File: src/rtl/cpu_pkg.sv
// Shared encodings for the branch sequencer: CON FF condition codes and the
// sequencer FSM states.
package cpu_pkg;

  typedef enum logic [1:0] {
    COND_ZR = 2'b00,
    COND_NZ = 2'b01,
    COND_PL = 2'b10,
    COND_MI = 2'b11
  } cond_e;

  typedef enum logic [2:0] {
    ST_IDLE   = 3'd0,
    ST_EVAL   = 3'd1,
    ST_SETTLE = 3'd2,
    ST_UPDATE = 3'd3,
    ST_FIN    = 3'd4
  } state_e;

endpackage

File: src/rtl/sat_counter.sv
// Saturating up-counter with synchronous clear; sticks at all-ones.
module sat_counter #(
  parameter int W = 16
) (
  input  logic         clk,
  input  logic         clr,
  input  logic         inc,
  input  logic         clear,
  output logic [W-1:0] count
);

  // NOTE: sequential state uses non-blocking assignments so every flop samples pre-edge values.
  always_ff @(posedge clk or negedge clr) begin
    if (!clr) begin
      count <= '0;
    end else if (clear) begin
      count <= '0;
    end else if (inc && (count != '1)) begin
      count <= count + 1'b1;
    end
  end

endmodule

File: src/rtl/branch_sequencer.sv
// Drives the CON FF handshake for conditional branches and computes the
// branch target PC; keeps saturating executed/taken statistics.
module branch_sequencer
  import cpu_pkg::*;
#(
  parameter int PC_W  = 32,
  parameter int OFF_W = 19,
  parameter int CNT_W = 16
) (
  input  logic             clk,
  input  logic             clr,
  input  logic             start,
  input  logic             hold,
  input  logic [1:0]       cond,
  input  logic [OFF_W-1:0] offset,
  input  logic [PC_W-1:0]  pc_in,
  input  logic             con_out,
  output logic [1:0]       cond_q,
  output logic             ra_out,
  output logic             con_in,
  output logic             pc_load,
  output logic [PC_W-1:0]  pc_next,
  output logic             busy,
  output logic             done,
  output logic             taken,
  output logic [CNT_W-1:0] br_count,
  output logic [CNT_W-1:0] tk_count
);

  state_e            state_q, state_d;
  logic [OFF_W-1:0]  offset_q;
  logic [PC_W-1:0]   pc_q;
  logic [PC_W-1:0]   pc_next_q;
  logic              taken_q;
  logic [PC_W-1:0]   target;
  logic              latch, commit, fin;

  // Two's-complement add wraps naturally at PC_W bits.
  assign target = pc_q + {{(PC_W-OFF_W){offset_q[OFF_W-1]}}, offset_q};

  // NOTE: every register, datapath included, is reset so outputs read 0 during clr.
  always_ff @(posedge clk or negedge clr) begin
    if (!clr) begin
      state_q   <= ST_IDLE;
      cond_q    <= '0;
      offset_q  <= '0;
      pc_q      <= '0;
      pc_next_q <= '0;
      taken_q   <= 1'b0;
    end else begin
      state_q <= state_d;
      if (latch) begin
        cond_q   <= cond;
        offset_q <= offset;
        pc_q     <= pc_in;
        taken_q  <= 1'b0;
      end
      if (commit) begin
        pc_next_q <= pc_next;
        taken_q   <= con_out;
      end
    end
  end

  // NOTE: all combinational outputs get a default first so no path infers a latch.
  always_comb begin
    state_d = state_q;
    ra_out  = 1'b0;
    con_in  = 1'b0;
    pc_load = 1'b0;
    done    = 1'b0;
    latch   = 1'b0;
    commit  = 1'b0;
    fin     = 1'b0;
    taken   = taken_q;
    pc_next = pc_next_q;
    case (state_q)
      ST_IDLE: begin
        if (start && !hold) begin
          latch   = 1'b1;
          state_d = ST_EVAL;
        end
      end
      ST_EVAL: begin
        ra_out = 1'b1;
        con_in = 1'b1;
        if (!hold) state_d = ST_SETTLE;
      end
      ST_SETTLE: begin
        // Ra stays on the bus past the con_in falling edge.
        ra_out = 1'b1;
        if (!hold) state_d = ST_UPDATE;
      end
      ST_UPDATE: begin
        taken   = con_out;
        pc_load = con_out;
        pc_next = con_out ? target : pc_q;
        if (!hold) begin
          commit  = 1'b1;
          state_d = ST_FIN;
        end
      end
      ST_FIN: begin
        done = 1'b1;
        if (!hold) begin
          fin     = 1'b1;
          state_d = ST_IDLE;
        end
      end
      default: state_d = ST_IDLE;
    endcase
  end

  assign busy = (state_q != ST_IDLE);

  // Statistics bump once on FIN exit, so a held FIN does not recount.
  sat_counter #(.W(CNT_W)) u_br_count (
    .clk   (clk),
    .clr   (clr),
    .inc   (fin),
    .clear (1'b0),
    .count (br_count)
  );

  sat_counter #(.W(CNT_W)) u_tk_count (
    .clk   (clk),
    .clr   (clr),
    .inc   (fin && taken_q),
    .clear (1'b0),
    .count (tk_count)
  );

endmodule

File: config.mk
export PLATFORM = sky130hd
export DESIGN_NAME = branch_sequencer
export DESIGN_NICKNAME = d
export VERILOG_FILES = /design/src/rtl/cpu_pkg.sv /design/src/rtl/sat_counter.sv /design/src/rtl/branch_sequencer.sv
export SDC_FILE = /design/constraint.sdc
export NUM_CORES = 1
export LEC_CHECK = 0
export ABC_AREA = 1
export BUFFER_PORTS_ARGS = -buffer_cell sky130_fd_sc_hd__buf_2
export CORE_MARGIN = 2
export CORE_UTILIZATION = 25
export CTS_BUF_LIST = sky130_fd_sc_hd__clkbuf_4
export CTS_CLUSTER_DIAMETER = 80
export DETAILED_ROUTE_END_ITERATION = 7
export SLEW_MARGIN = 40
export SYNTH_ARGS = -nofsm -noshare
export SYNTH_HDL_FRONTEND = slang
export SYNTH_SLANG_ARGS = --single-unit
File: constraint.sdc
create_clock -name clk -period 3.9 [get_ports clk]
set_input_delay 0.78 -clock clk [delete_from_list [all_inputs] [get_ports clk]]
set_output_delay 0.78 -clock clk [all_outputs]
set_load 0.02 [all_outputs]
* After elaboration in Yosys (flattened, before gate mapping) *
Index checks and enable logic that the tools add are counted.

operators by class
  $add $sub $neg = 3
  reduce and logical (&&, ||, !) cells = 10
  equality and inequality tests = 11
  muxes and demuxes = 20

operator list
  kind                                            count
  2-to-1 mux 32 bit                               2
  adder 16 x 1 -> 16 bit (second input constant)  2
  adder 32 bit                                    1
  != test 16 bit (second input constant)          2
  2-to-1 mux 3 bit                                5
  one-hot mux 3 bit (5 select lines)              1
  2-to-1 mux 1 bit                                12
  != test 2 bit (second input constant)           5
  == test 3 x 2 -> 1 bit (second input constant)  2
  AND reduction 5 bit                             1
  logical AND 1 bit                               4
  == test 3 x 1 -> 1 bit (second input constant)  1
  == test 3 bit (second input constant)           1
  zero test 3 bit                                 1
  nonzero test 3 bit                              1
  nonzero test 2 bit                              1
  OR reduction 2 bit                              1
  zero test 1 bit                                 1

word-level totals
  input port bits = 58
  word-level logic and storage cells = 52
  register bits = 121
  output and inout bits = 72

* Logic depth before layout (Yosys ltp) *
  word-level depth = 6
  gate-level depth with buffers = 14
  mapped depth without buffers = 14

* Modules after synthesis *
A second synthesis with hierarchy kept.

unflattened totals
  cells, all modules = 1326
  area total of the unflattened synthesis = 8578.2 um^2

by module, submodules not included
  module            cells an instance  times used  seq. area each (um^2)  area an instance (um^2)
  branch_sequencer  1038               1           2227.1                 6503.7
  sat_counter       144                2           400.4                  1037.2

* Least setup slack after synthesis *
No wires, ideal clock.

  path kind = flip-flop to output port
  start = register offset_q[0]
  end = output pc_next[14]
  slack = 1.163 ns
  arrival = 1.957 ns
  stages on the path, launching flop included = 12
  data required time = 3.120 ns
  path buffers = 0
  path through = dfrtp_1 > ha_1 > fa_1 > nand3_1 > nand3_1 > nand2_1 > nand2_1 > nand2_1 > nand2_1 > xor2_1 > o21ai_0 > nand2_1

on the way
  word-level cells in the longest chain between the ends = 3

ends and longest elaborated chain
  item                    RTL line                text
  from (decl)             branch_sequencer.sv:31  logic [OFF_W-1:0] offset_q;
  from (signal assigned)  branch_sequencer.sv:54  offset_q <= offset;
  adder 32 bit            branch_sequencer.sv:39  assign target = pc_q + {{(PC_W-OFF_W){offset_q[OFF_W-1]}}, offset_q};
  2-to-1 mux 32 bit       branch_sequencer.sv:97  pc_next = con_out ? target : pc_q;
  2-to-1 mux 32 bit       branch_sequencer.sv:77  case (state_q)
  to (decl)               branch_sequencer.sv:22  output logic [PC_W-1:0] pc_next,

Every way passes these cells.

* Worst setup path in the final report *
  start = register offset_q[0]
  end = output pc_next[22]

Same word-level chain as after synthesis.

==> flow_summary.yaml <==
run_status:
  status: "finished, final reports clean"
sta:
  final-hold-violation-count: 0
  rsz0062_at_grt: "yes"
  fin_worst_skew_ns: 0.0337
  clock.fmax_ghz: 0.273
  setup_viol: 0
  fin_hold_ws_ns: 0.132
  worst_pin_slew_ns: 0.635
  relSlewSlack: 0.577
  final.min_clock_period_ns: 3.67
  report.final.slew_viol_count: 0
  fin_setup_tns_ns: 0
  post-route-period-util: 0.940
route:
  vias: 7628
  postRouteAntennaNets: 0
  wl_per_cell_um: 14.3
  first_pass_iters: 5
  vias_per_cell: 4.38
  drc: 0
  drt_wl_total_um: 24800
  drtIter0Drc: 488
critical_path:
  cp.required_ns: 3.12
  startpoint_type: "register"
  reg2reg_from: "offset_q[0]"
  end_kind: "output port"
  max_stage_delay_ns: 0.41
  cp_data_arrival_time_ns: 2.89
  worstSetupPathType: "reg -> out"
  cpMostUsedCell: "nand2_1"
  critPathLaunch: "offset_q[0]"
  cp_cell_sequence: "ha_1 > fa_2 > nand3_1 > nand3_2 > nand2_1 > nand2_1 > nand2_1 > nand2_1 > nand2_1 > nand2_1 > nand2_1 > nand3_1 > nand2_1 > nand2_1 > buf_2"
  slowest_stage: "dfrtp_1"
  critPathMaxFanout: 4
finish:
  num-nets-final: 1419
  areaGrowthSynthToFinish_pct: 18.1
  regArea_um2: 3030
  multi_input_area_um2: 4310
  nFillCells: 3538
  drive_gt1_frac: 0.151
power:
  ir_worst_vdd_uv: 430
  p_total_w: 0.00751
  power_density_nw_per_um2: 794
  p_leak_nw: 5.43
clock_network:
  htreeDepth: 4
  tritoncts: "yes"
  root_buffer: "clkbuf_4"
  clk_pin_slew_ns: 0.15
  cts.path.max_buffers: 2
  cts_sinks: 121
  worstSkewPairLatency_ns: 0.57
  ctsHoldBuffers: 0
  numCtsBuffers: 17
flow_run:
  maxCapViolCount: 0
yosys:
  ys_ff_latch: 121
  synth_edf_count: 0
  ys_warn_count: 0
  synth_top_family_by_area: "simple AND/OR/NAND/NOR gates"
  synth_cell_types: 33
  synthMuxAreaShare: 0
  syn_nets: 1290
  synth_cells: 1198
  seq_area_frac_synth: 0.379
  synthesis.area_um2: 8000
  synth_fa_ha_area_frac: 0.0541
  synthSimpleGateAreaFrac: 0.379
  synth-xor-area-share: 0.0482
  synth-compound-area-share: 0.0546
  synthFlopType: "dfrtp_1"
  synthArstFlopShare: 1.00
  synth.avg_cell_area_um2: 6.68
floorplan:
  die_w_um: 183
  die_area_um2: 33400
  io_pins: 130
  rows: 65
  die-height_um: 183
  coreArea_um2: 31600
  start_util: 0.253
grt:
  grt.total_usage: 0.154
  grt_pass1_wl_um: 40200
  gr-usage-met1: 0.205
  busiest_layer: "met2"
  antenna_found_initial: 5
  grt_pass1_vias: 7440
  use_met2: 0.257
  overflow: 0
  grt_use_met3: 0.0344
  grt_max_degree: 58
placement:
  gp_congestion: 0.875
  post-dp-hpwl_um: 18900
  io_buffers: 129
min_path:
  hp-class: "in -> async"
[worst paths after layout]
kind | slack, ns | endpoint | cells after the start
worst min-delay path | 0.13 | offset_q[18] | 1
max in group asynchronous | 2.81 | pc_q[30] | 2
worst max register to register | 1.58 | pc_next_q[14] | 11
min in group clk | 0.40 | pc_q[7] | 3
worst min register to register | 0.49 | cond_q[1] | 2
worst max-delay path | 0.23 | pc_next[22] | 15
[where the power goes]
part	switching (W)	leakage, nW	total, W	internal [W]
logic	0.00287	3.74	0.00437	0.00149
clock network	0.000576	0.167	0.00104	0.000467
registers	0.000394	1.52	0.00210	0.00170
[registers in the layout (all words and copies together) (netlist names)]
signal and count:
state_q 3, u_tk_count.count 16, offset_q 19, taken_q 1, u_br_count.count 16, pc_next_q 32, pc_q 32, cond_q 2
[per-layer routing]
layer,share of wire,up-vias
met1,0.47,3467
met5,0.0016,-
met4,0.012,6
li1,-,3952
met3,0.048,26
met2,0.47,177
[synthesized netlist by cell type (2+ instances only)]
cell type  number  area [um2]
nand4_1         9        56.3
nor4_1          3        18.8
nor2_1         82         308
buf_2          14        70.1
and2_1          3        18.8
dfrtp_1       121        3030
o21ai_0        26         130
nor3_1         10        50.1
nand3_4         2        35.0
nand3_1        49         245
nand2_2         4        25.0
nand2_1       563        2110
a21oi_1        36         180
inv_2           5        18.8
ha_1           33         413
o21ai_1         5        25.0
nor2_4          6        67.6
xnor2_1        21         184
nand3b_1        3        22.5
nor3_2          3        30.0
inv_1         144         541
o211ai_1        8        60.1
nor2_2          2        12.5
xor2_1         23         201
clkbuf_1       15        56.3
[layout by cell type, fill, tap and decap left out, types with 3 or more instances in the layout]
cell type  count
a21oi_1       36
and2_1         3
buf_2        128
buf_4         10
bufinv_16      3
clkbuf_4      18
dfrtp_1      120
ha_1          32
inv_1        144
inv_2          4
inv_6          6
nand2_1      560
nand2_2        7
nand3_1       48
nand3b_1       3
nand4_1        9
nor2_1        82
nor2_4         6
nor3_1        10
nor4_1         3
o211ai_1       8
o21ai_0       25
o21ai_1        6
xnor2_1       21
xor2_1        23
[cells by family after synthesis]
family	after synthesis
buffers and inverters	178
DFF	121
xor gates and xnor gates	44
adders and majority gates	34
and+or+nand+nor	741
AOI/OAI and AO/OA	80
[what timing repair did]
item                       CTS  global route
buffers inserted             0             2
hold endpoints to repair     0             0
setup endpoints to repair    0            16
resized for setup            0             8
[critical path, delay by kind of cell, from the launching register on]
family,cells,cell delay (ns)
simple gates,12,1.12
fa+ha+maj,2,0.63
flops,1,0.41
buf+inv,1,0.15
[stage by stage]
| stage | setup slack (ns) | util | std cells | area (um2) |
|---|---|---|---|---|
| finish | 0.234 | 0.299 | 1743 | 9450 |
| floorplan | 1.16 | - | 1198 | 8000 |
| global route | -0.0309 | 0.299 | 1743 | 9450 |
| detailed placement | 0.712 | 0.288 | 1708 | 9090 |
| CTS | 0.0570 | 0.298 | 1740 | 9410 |
| global placement | 0.756 | 0.288 | 1708 | 9090 |
[layout make-up]
type / count / share of cell area
clock buffer: 18 / 0.0143
timing repair buffer: 139 / 0.0769
sequential: 121 / 0.321
antenna: 1 / 0.000265
clock inverter: 14 / 0.0193
inverter: 149 / 0.0594
tap: 402 / 0.0532
multi-input combinational: 899 / 0.456
No activity file was read; power rests on OpenSTA's default activity.
